$ cat src/rtl/msx_multi_mapper.sv
`default_nettype none
// ============================================================================
// Module   : msx_multi_mapper
// Purpose  : Clocked MegaROM bank mapper (Konami, Konami-SCC, ASCII8, ASCII16)
//            for the MSX cartridge slot, with synchronised Z80 write strobe.
// Revision : 1.0 - initial release
// ============================================================================
module msx_multi_mapper #(
   parameter int BANK_BITS = 6
) (
   input  logic                 clk,
   input  logic                 reset_n,
   input  logic [1:0]           mode,
   input  logic                 sltsl_n,
   input  logic                 rd_n,
   input  logic                 wr_n,
   input  logic [4:0]           addr,
   input  logic [7:0]           data,
   output logic [BANK_BITS-1:0] rom_addr_hi,
   output logic                 rom_cs_n,
   output logic                 scc_sel,
   output logic                 scc_en
);

   localparam logic [1:0] c_MODE_KONAMI  = 2'd0;
   localparam logic [1:0] c_MODE_SCC     = 2'd1;
   localparam logic [1:0] c_MODE_ASCII8  = 2'd2;
   localparam logic [1:0] c_MODE_ASCII16 = 2'd3;

   logic [1:0]           r_mode;
   logic                 r_run;
   logic                 r_wr_s1;
   logic                 r_wr_s2;
   logic                 r_wr_prev;
   logic [1:0]           r_settle;
   logic                 r_armed;
   logic [BANK_BITS-1:0] r_bank_x [4];
   logic                 r_scc_en;

   logic [BANK_BITS-1:0] w_init [4];
   logic [BANK_BITS-1:0] w_bank [4];
   logic [BANK_BITS-1:0] w_a16_bank;
   logic                 w_wr_event;
   logic                 w_wr_hit;
   logic [1:0]           w_wr_idx;
   logic                 w_wr_commit;
   logic [1:0]           w_page;
   logic                 w_scc_sel;
   logic                 w_unused_data;

   // The mode pin is tracked until the first clock after reset release.
   always_ff @(posedge clk) begin
      if (!r_run) begin
         r_mode <= mode;
      end
   end

   // Banks are stored XOR-ed with their mode-dependent reset value, so a plain
   // clear-to-zero reset yields 0,1,2,3 (Konami) or all zero (ASCII).
   for (genvar i = 0; i < 4; i++) begin : g_bank
      assign w_init[i] = r_mode[1] ? '0 : BANK_BITS'(i);
      assign w_bank[i] = r_bank_x[i] ^ w_init[i];
   end

   // r_armed blocks a strobe that was already low at reset release until it
   // has been seen high through a fully refreshed synchroniser.
   always_ff @(posedge clk or negedge reset_n) begin
      if (!reset_n) begin
         r_run     <= 1'b0;
         r_wr_s1   <= 1'b1;
         r_wr_s2   <= 1'b1;
         r_wr_prev <= 1'b1;
         r_settle  <= 2'b00;
         r_armed   <= 1'b0;
      end else begin
         r_run     <= 1'b1;
         r_wr_s1   <= wr_n;
         r_wr_s2   <= r_wr_s1;
         r_wr_prev <= r_wr_s2;
         r_settle  <= {r_settle[0], 1'b1};
         if (r_settle[1] && r_wr_s2) begin
            r_armed <= 1'b1;
         end
      end
   end

   assign w_wr_event = r_armed & r_wr_prev & ~r_wr_s2 & ~sltsl_n;

   always_comb begin
      w_wr_hit = 1'b0;
      w_wr_idx = 2'd0;
      case (r_mode)
         c_MODE_KONAMI: begin
            case (addr[4:2])
               3'b011:  begin w_wr_hit = 1'b1; w_wr_idx = 2'd1; end
               3'b100:  begin w_wr_hit = 1'b1; w_wr_idx = 2'd2; end
               3'b101:  begin w_wr_hit = 1'b1; w_wr_idx = 2'd3; end
               default: ;
            endcase
         end
         c_MODE_SCC: begin
            case (addr)
               5'b01010: begin w_wr_hit = 1'b1; w_wr_idx = 2'd0; end
               5'b01110: begin w_wr_hit = 1'b1; w_wr_idx = 2'd1; end
               5'b10010: begin w_wr_hit = 1'b1; w_wr_idx = 2'd2; end
               5'b10110: begin w_wr_hit = 1'b1; w_wr_idx = 2'd3; end
               default:  ;
            endcase
         end
         c_MODE_ASCII8: begin
            if (addr[4:2] == 3'b011) begin
               w_wr_hit = 1'b1;
               w_wr_idx = addr[1:0];
            end
         end
         c_MODE_ASCII16: begin
            if (addr == 5'b01100) begin
               w_wr_hit = 1'b1;
               w_wr_idx = 2'd0;
            end else if (addr == 5'b01110) begin
               w_wr_hit = 1'b1;
               w_wr_idx = 2'd2;
            end
         end
         default: ;
      endcase
   end

   assign w_wr_commit = w_wr_event & w_wr_hit;

   always_ff @(posedge clk or negedge reset_n) begin
      if (!reset_n) begin
         for (int i = 0; i < 4; i++) begin
            r_bank_x[i] <= '0;
         end
         r_scc_en <= 1'b0;
      end else if (w_wr_commit) begin
         r_bank_x[w_wr_idx] <= data[BANK_BITS-1:0] ^ w_init[w_wr_idx];
         if (r_mode == c_MODE_SCC && w_wr_idx == 2'd2) begin
            r_scc_en <= (data[5:0] == 6'h3F);
         end
      end
   end

   // Page index: 4000h->0, 6000h->1, 8000h->2, A000h->3 (mirrored elsewhere).
   assign w_page     = {~addr[3], addr[2]};
   assign w_a16_bank = addr[3] ? w_bank[0] : w_bank[2];

   always_comb begin
      if (r_mode == c_MODE_ASCII16) begin
         rom_addr_hi = {w_a16_bank[BANK_BITS-2:0], addr[2]};
      end else begin
         rom_addr_hi = w_bank[w_page];
      end
   end

   assign w_scc_sel = (r_mode == c_MODE_SCC) & r_scc_en & ~sltsl_n &
                      (addr == 5'b10011);

   assign scc_sel  = w_scc_sel;
   assign scc_en   = r_scc_en;
   assign rom_cs_n = ~(~sltsl_n & ~rd_n & (addr[4] ^ addr[3]) & ~w_scc_sel);

   assign w_unused_data = ^data;

endmodule
`default_nettype wire

$ cat config.mk
export PLATFORM = sky130hd
export DESIGN_NAME = msx_multi_mapper
export DESIGN_NICKNAME = d
export VERILOG_FILES = /design/src/rtl/msx_multi_mapper.sv
export SDC_FILE = /design/constraint.sdc
export NUM_CORES = 1
export LEC_CHECK = 0
export CAP_MARGIN = 20
export CORE_ASPECT_RATIO = 2
export CORE_MARGIN = 1.5
export CORE_UTILIZATION = 51
export DETAILED_ROUTE_END_ITERATION = 8
export HOLD_SLACK_MARGIN = 0.02
export PLACE_DENSITY = 0.77
export REMOVE_ABC_BUFFERS = 1
export SYNTH_ARGS = -nofsm -noshare
export SYNTH_HDL_FRONTEND = slang
export SYNTH_SLANG_ARGS = --single-unit
$ cat constraint.sdc
create_clock -name clk -period 5.5 [get_ports clk]
set_input_delay 1.1 -clock clk [delete_from_list [all_inputs] [get_ports clk]]
set_output_delay 1.1 -clock clk [all_outputs]
set_load 0.05 [all_outputs]
* After elaboration in Yosys (flattened, before gate mapping)
Index checks and enable logic that the tools add are counted.
** Cells by class
- Order comparisons :: 3
- Eq/ne operators :: 14
- Multiplexer cells :: 26
- Bitwise operators :: 23
- Reduce and logical (&&, ||, !) cells :: 7
** Operators by type and width (number)
- $mux 6 :: 6
- $bmux 6 s2 :: 2
- $bwmux 24 :: 1
- $eq 5x4->1 const B :: 3
- $eq 5x5->1 const B :: 3
- $demux 6 s2 :: 1
- $pmux 2 s3 :: 2
- $xor 6x2->6 :: 2
- $and 1x1->1 :: 10
- $mux 2 :: 5
- $pmux 2 s4 :: 1
- $eq 2x2->1 const B :: 3
- $eq 3x3->1 const B :: 2
- $eq 6x6->1 const B :: 1
- $ge 3x3->1 const B :: 2
- $mux 1 :: 6
- $not 1->1 :: 6
- $not 2->3 :: 2
- $xor 6x1->6 :: 1
- $xor 6x6->6 :: 1
- $mux 5 :: 1
- $pmux 1 s4 :: 1
- $reduce_or 4->1 :: 1
- $eq 3x2->1 const B :: 1
- other kinds (7) :: 9
** Word-level totals
- Register bits :: 34
- Input bits :: 20

* Logic depth before layout (Yosys ltp)
Gate-level depths: netlist (run 1).
- Depth in word-level cells :: 10
- Gate-level depth with buffers :: 7

* Worst setup path after synthesis (run 1)
OpenSTA, ideal clock, no wires.
- Path kind :: in2out
- Start :: in addr[2]
- End :: out rom_cs_n
- Arrival :: 3.172 ns
- Data required time :: 4.400 ns
- Slack :: 1.228 ns
- Stages :: 4
- Buffers on the path :: 1
- Cells stage by stage :: buf_1 -> nand3b_1 -> nor3_1 -> or4_1
** Between the ends
- Cells in the longest elaborated chain, start to end :: 5
** Ends and longest elaborated chain
- from (decl) :: line 17 : input logic [4:0] addr,
- $eq 5x5->1 :: line 158 : (addr == 5'b10011);
- $and 1x1->1 :: line 157 : assign w_scc_sel = (r_mode == c_MODE_SCC) & r_scc_en & ~sltsl_n &
- net scc_sel :: line 21 : output logic scc_sel,
- $not 1->1 :: line 162 : assign rom_cs_n = ~(~sltsl_n & ~rd_n & (addr[4] ^ addr[3]) & ~w_scc_sel);
- $and 1x1->1 :: line 162
- $not 1->1 :: line 162
- to (decl) :: line 20 : output logic rom_cs_n,
The timed path passes the listed nets, and every way through them passes these cells.

* Worst setup path in the final report (run 1)
- Start :: in addr[2]
- End :: out rom_addr_hi[1]
** Between the ends
- Cells in the longest elaborated chain, start to end :: 5
** Ends and longest elaborated chain
- $not 2->3 (not written as such) :: line 153 : rom_addr_hi = w_bank[w_page];
- $bmux 6 s2 :: line 153
- $mux 6 (not written as such) (2 in a row) :: line 153
- $mux 6 :: line 150 : if (r_mode == c_MODE_ASCII16) begin
- to (decl) :: line 19 : output logic [BANK_BITS-1:0] rom_addr_hi,
Every way passes these cells. The select of a mux whose other input is x is not followed.

==> results.ini, run 1 <==
[outcome]
status = finished clean

[timing]
fin_tns_setup_ns = 0
worst_pin_slew_ns = 0.730
slew_headroom = 0.512
hold_violations = 0
period_share = 0.851
drv_slew = 0
hold_ws_ns = 0.355
fmax_mhz = 214
rsz0062_at_grt = false
clock_skew_ns = 0.00792
setup-violations-final = 0
period_minus_slack_ns = 4.68

[routing]
wl_um = 3570
via_per_inst = 6.21
vias = 1179
firstDrtPassIters = 4
drc = 0
postRouteAntennaNets = 0
drt_first_iter_violations = 17
wl_per_cell_um = 18.8

[die]
start_util = 0.541
std_cell_rows = 29
ioPinCount = 29
dieArea_um2 = 3760
chipHeight_um = 85.3
die_x_um = 44.1
core_region_area_um2 = 3190

[layout]
n_antenna_cell = 0
final_layout_size_suffix_gt1_frac = 0.296
fin_cells = 190
area_growth_pct = 20.6
nets = 178
fin_area_um2 = 2080

[place]
dpl.hpwl_um = 2600
placedCellCount = 182
place.gp.congestion = 0.862
placed_cell_area_um2 = 2000
portBuffers = 26

[clocking]
clock_latency_ns = 0.29
cts_inserted_buffers = 5
cts_root_buffer = clkbuf_8
clock_sinks = 33
cts_max_path_buffers = 2
cts_resized = 0
h-tree-depth = 2
cts_tree = done
clk_pin_slew_worst_paths_ns = 0.06
holdBufCountCts = 0
postCtsSetupBuffers = 0

[setup_path]
startpoint_type = input port
required_ns = 4.40
path_class = input port to output port
reg2reg_slack_ns = 3.42
r2r-start = r_mode[1]$_DFFE_PN_
setup.worst_path.end_class = output port
cp_max_fo = 13
rr_endpoint = r_bank_x[5]$_DFFE_PN0P_
cp-startpoint = addr[2]
rr_worst_depth = 4
cp.arrival_ns = 3.58

[yosys]
yosysWarnings = 0
netlist_top_cells_count = dfrtp_1 (28), mux2_2 (15), mux2_4 (12), nand2_1 (10)
synth.avg_cell_area_um2 = 13.2
netlist_area_um2 = 1730
ys_types = 38
synth.top_cell.area_share = 0.406
yosysMostFrequentCell = dfrtp_1
synth_edf_count = 2
ys_seq_area_frac = 0.486
synth_cells = 131
synth_area_leader_cell = dfrtp_1
synth-main-ff-cell = dfrtp_1
yosys-top-cells-area = dfrtp_1 (41%), mux2_4 (10%), mux2_2 (9.8%), mux4_2 (5.2%), dfstp_2 (4.6%)
ys_async_sr_fraction = 0.939
ys_ff_latch = 33

[flow_run]
maxCapViolations = 0

[global_routing]
antenna_found_initial = 0
grt_overflow = 0
grt_use_total = 0.230
grt_max_degree = 32
grt_pass1_vias = 1241
grt_pass1_wl_um = 6220

[power]
leakage_nw = 0.907
power-per-cell-area_nw_per_um2 = 299
ir_drop_mv = 0.227
power.total_mw = 0.623

[min_path]
holdPathEnd = r_wr_s2$_DFF_PN1_
worstHoldPathType = flip-flop to flip-flop
hold-path-cell-count = 0
min-delay-start = r_wr_s1$_DFF_PN1_

## state kept, by name (all words and copies together) (netlist names)
| name | cells |
|---|---|
| r_wr_s1 | 1 |
| r_bank_x | 24 |
| scc_en | 1 |
| r_settle | 2 |
| r_wr_prev | 1 |
| r_armed | 1 |
| r_wr_s2 | 1 |
| r_mode | 2 |
## through the flow
step / worst slack, ns / util
global route: 0.701 / 0.652
detailed placement: 0.806 / 0.626
floorplan: 1.46 / -
CTS: 0.805 / 0.652
global placement: 0.831 / 0.626
finish: 0.820 / 0.652
## logic make-up after synthesis
logic type | Yosys count | synth area share
muxes | 38 | 0.295
DFF | 33 | 0.486
and+or+nand+nor | 30 | 0.103
AOI/OAI and AO/OA | 17 | 0.0717
buffers and inverters | 8 | 0.0217
xor gates and xnor gates | 4 | 0.0203
other | 1 | 0.00217
## power breakdown
group          leakage [nW]  total, mW  internal (mW)  switching (mW)
sequential            0.416      0.298          0.276          0.0223
clock                0.0450      0.170         0.0874          0.0823
combinational         0.446      0.155         0.0794          0.0758
total                 0.907      0.623          0.442           0.180
## cell type report
type,count,area [um2]
Clock inverter,2,10.0
Timing Repair Buffer,27,268
Sequential cell,33,840
Clock buffer,6,72.6
Tap cell,31,38.8
Multi-Input combinational cell,90,850
Fill cell,266,1110
Inverter,1,3.75
## metal layers
| metal | global-route usage | part of all wire | routed length (um) | up-vias |
|---|---|---|---|---|
| met1 | 0.267 | 0.37 | 1310 | 596 |
| met4 | 0.121 | 0.027 | 97 | 0 |
| met3 | 0.0447 | 0.048 | 171 | 9 |
| met5 | 0 | 0 | 0 | - |
| met2 | 0.385 | 0.56 | 1990 | 40 |
| li1 | - | - | - | 534 |
## placed cells by master, fill, tap and decap left out, types with 2 or more instances in the layout
cell type,Yosys,routed
mux2_4,12,12
xnor2_1,3,3
o21ai_0,7,7
nand2_1,10,10
o31ai_1,2,2
clkbuf_8,0,5
nand4_1,2,2
clkinv_2,0,2
nand2b_1,3,3
mux2_2,15,15
nor2_1,2,2
mux2i_1,7,7
edfxtp_1,2,2
nand3b_1,4,4
dfrtp_1,28,28
o211ai_1,2,2
mux4_2,4,4
dfstp_2,3,3
clkdlybuf4s50_1,0,26
## critical path, stage by stage
cell and delay [ns]:
clkdlybuf4s50_1 0.90, mux2_2 0.40, mux4_2 0.46, clkdlybuf4s50_1 0.71
## worst max-delay path by stage
| stage | end | slack, ns | cells after the start |
|---|---|---|---|
| after detailed placement | rom_addr_hi[1] | 0.81 | 4 |
| after floorplan | rom_cs_n | 1.46 | 3 |
| final | rom_addr_hi[1] | 0.82 | 4 |
| after global placement | rom_addr_hi[1] | 0.83 | 4 |
| after CTS | rom_addr_hi[1] | 0.81 | 4 |
| after global routing | rom_cs_n | 0.70 | 5 |
No activity file was read; power rests on OpenSTA's default activity.
==> run 2, diff against run 1 <==
--- a/config.mk
+++ b/config.mk
@@ -9,8 +9,10 @@
 export CORE_ASPECT_RATIO = 2
 export CORE_MARGIN = 1.5
 export CORE_UTILIZATION = 51
+export CTS_CLUSTER_SIZE = 16
 export DETAILED_ROUTE_END_ITERATION = 8
 export HOLD_SLACK_MARGIN = 0.02
+export MAX_ROUTING_LAYER = met4
 export PLACE_DENSITY = 0.77
 export REMOVE_ABC_BUFFERS = 1
 export SYNTH_ARGS = -nofsm -noshare
==> run 2 against run 1 <==
Clock power barely moved. Register-to-register slack hardly changed. Total power is essentially flat. Combinational power hardly changed. Sequential power is essentially flat. Critical path depth unchanged. Worst hold slack barely moved. Sequential cell count unchanged. Via count down 0.42%. Routed wire length shrank 0.39%. Final area unchanged. Setup slack got worse by 0.0031 ns. Largest power group unchanged.
==> results.ini, run 2 (synthesis gave the netlist of run 1 again) <==
[timing]
period_share = 0.852  ; was 0.851
rsz0062_at_grt = false  ; unchanged
worst_pin_slew_ns = 0.728  ; was 0.730 ns
drv_slew = 0  ; unchanged
fmax_mhz = 214  ; about the same
slew_headroom = 0.513  ; was 0.512
clock_skew_ns = 0.00785  ; was 0.00792 ns
setup-violations-final = 0  ; unchanged
hold_violations = 0  ; unchanged
fin_tns_setup_ns = 0  ; unchanged
period_minus_slack_ns = 4.68  ; about the same

[setup_path]
required_ns = 4.40  ; about the same
startpoint_type = input port  ; unchanged
cp_max_fo = 13  ; unchanged
path_class = input port to output port  ; unchanged
cp.arrival_ns = 3.58  ; about the same
rr_worst_depth = 4  ; unchanged
setup.worst_path.end_class = output port  ; unchanged

[die]
start_util = 0.541  ; unchanged
core_region_area_um2 = 3190  ; unchanged
dieArea_um2 = 3760  ; unchanged
ioPinCount = 29  ; unchanged
chipHeight_um = 85.3  ; unchanged
std_cell_rows = 29  ; unchanged
die_x_um = 44.1  ; unchanged

[power]
swShare = 0.289  ; was 0.290
p_sw_mw = 0.180  ; about the same
leakage_nw = 0.907  ; unchanged
ir_drop_mv = 0.226  ; was 0.227 mV
power-per-cell-area_nw_per_um2 = 299  ; about the same
power_frac_clock = 0.272  ; was 0.273
power.internal_mw = 0.442  ; about the same
seqPwrFrac = 0.479  ; was 0.478
combPwrFrac = 0.249  ; about the same

[clocking]
clk_pin_slew_worst_paths_ns = 0.06  ; about the same
holdBufCountCts = 0  ; unchanged
cts_resized = 0  ; unchanged
postCtsSetupBuffers = 0  ; unchanged
clock_latency_ns = 0.29  ; about the same
h-tree-depth = 2  ; unchanged
clock_sinks = 33  ; unchanged
cts_max_path_buffers = 2  ; unchanged
cts_root_buffer = clkbuf_8  ; unchanged
cts_tree = done  ; unchanged
cts_inserted_buffers = 5  ; unchanged

[layout]
area_growth_pct = 20.6  ; unchanged
final_cell_mix = dfrtp_1 (28), clkdlybuf4s50_1 (26), mux2_2 (15)  ; unchanged
nets = 178  ; unchanged
nFillCells = 266  ; unchanged
finish.utilization = 0.652  ; unchanged
largest_register_ffs = 24  ; unchanged
n_antenna_cell = 0  ; unchanged
multi_input_area_um2 = 850  ; unchanged
register_area_um2 = 840  ; unchanged
regMostFlops = r_bank_x  ; unchanged
layout_commonest_cell = dfrtp_1  ; unchanged
reg_top3 = r_bank_x: 24 flops, r_mode: 2 flops, r_settle: 2 flops  ; unchanged
final_layout_size_suffix_gt1_frac = 0.296  ; unchanged

[global_routing]
grt_pass1_vias = 1239  ; was 1241
grt_use_total = 0.237  ; was 0.230
grt_max_degree = 32  ; unchanged
grt_overflow = 0  ; unchanged
antenna_found_initial = 0  ; unchanged
grt_pass1_wl_um = 6220  ; about the same

[place]
dpl.hpwl_um = 2600  ; unchanged
portBuffers = 26  ; unchanged
place.gp.congestion = 0.876  ; was 0.862

[routing]
vias = 1174  ; was 1179
drt_first_iter_violations = 14  ; was 17
wl_per_cell_um = 18.7  ; was 18.8 um
firstDrtPassIters = 4  ; unchanged
wl_um = 3550  ; was 3570 um
drc = 0  ; unchanged
postRouteAntennaNets = 0  ; unchanged
via_per_inst = 6.18  ; was 6.21

[flow_run]
maxCapViolations = 0  ; unchanged

[min_path]
worstHoldPathType = flip-flop to flip-flop  ; unchanged
hold-path-cell-count = 0  ; unchanged

[outcome]
status = finished clean  ; unchanged

run 2: power groups by stage:
stage	Clock, mW	Sequential [mW]	Combinational [mW]
detailed placement	0	0.302	0.155
global placement	0	0.298	0.151
global route	0.190	0.301	0.166
finish	0.170	0.298	0.155
floorplan	0	0.294	0.104
CTS	0.177	0.297	0.157
run 2: worst max-delay path, cell delays in order:
cell and delay (ns):
clkdlybuf4s50_1 0.90, mux2_2 0.40, mux4_2 0.46, clkdlybuf4s50_1 0.71
run 2: routing by layer:
metal	GRT usage	wire (um)
met1	0.269	1340
met2	0.384	1980
met3	0.0447	137
met4	0.121	98
met5	-	0
run 2: per-stage QoR:
step	area, um2	hold WS (ns)	power [mW]	setup slack, ns	std cells
2_1_floorplan	1690	0.345	0.398	1.46	124
3_3_place_gp	2000	0.346	0.449	0.831	182
3_5_place_dp	2000	0.347	0.457	0.806	182
4_1_cts	2080	0.354	0.631	0.805	190
5_1_grt	2080	0.361	0.657	0.701	190
6_report	2080	0.355	0.623	0.816	190
run 2: final timing paths:
path / endpoint / from / slack, ns
max in group asynchronous: r_wr_prev$_DFF_PN1_ / reset_n / 3.97
min in group asynchronous: r_bank_x[13]$_DFFE_PN0P_ / reset_n / 1.20
worst min-delay path: r_wr_s2$_DFF_PN1_ / r_wr_s1$_DFF_PN1_ / 0.35
worst min register to register: r_wr_s2$_DFF_PN1_ / r_wr_s1$_DFF_PN1_ / 0.35
worst max-delay path: rom_addr_hi[1] / addr[2] / 0.82
worst max register to register: r_bank_x[5]$_DFFE_PN0P_ / r_mode[1]$_DFFE_PN_ / 3.43
run 2: area by class of cell:
type	count	share of cell area
inverters	1	0.00180
repair buffers	27	0.129
flip-flops and latches	33	0.403
multi-input cells	90	0.408
clock inverters	2	0.00481
well taps	31	0.0186
clock buffers	6	0.0349
==> run 3, diff against run 2 <==
--- a/config.mk
+++ b/config.mk
@@ -15,6 +15,7 @@
 export MAX_ROUTING_LAYER = met4
 export PLACE_DENSITY = 0.77
 export REMOVE_ABC_BUFFERS = 1
+export SKIP_CTS_REPAIR_TIMING = 1
 export SYNTH_ARGS = -nofsm -noshare
 export SYNTH_HDL_FRONTEND = slang
 export SYNTH_SLANG_ARGS = --single-unit
==> results of run 3 <==
No change in the layout: final DEF, timing and power equal those of run 2.
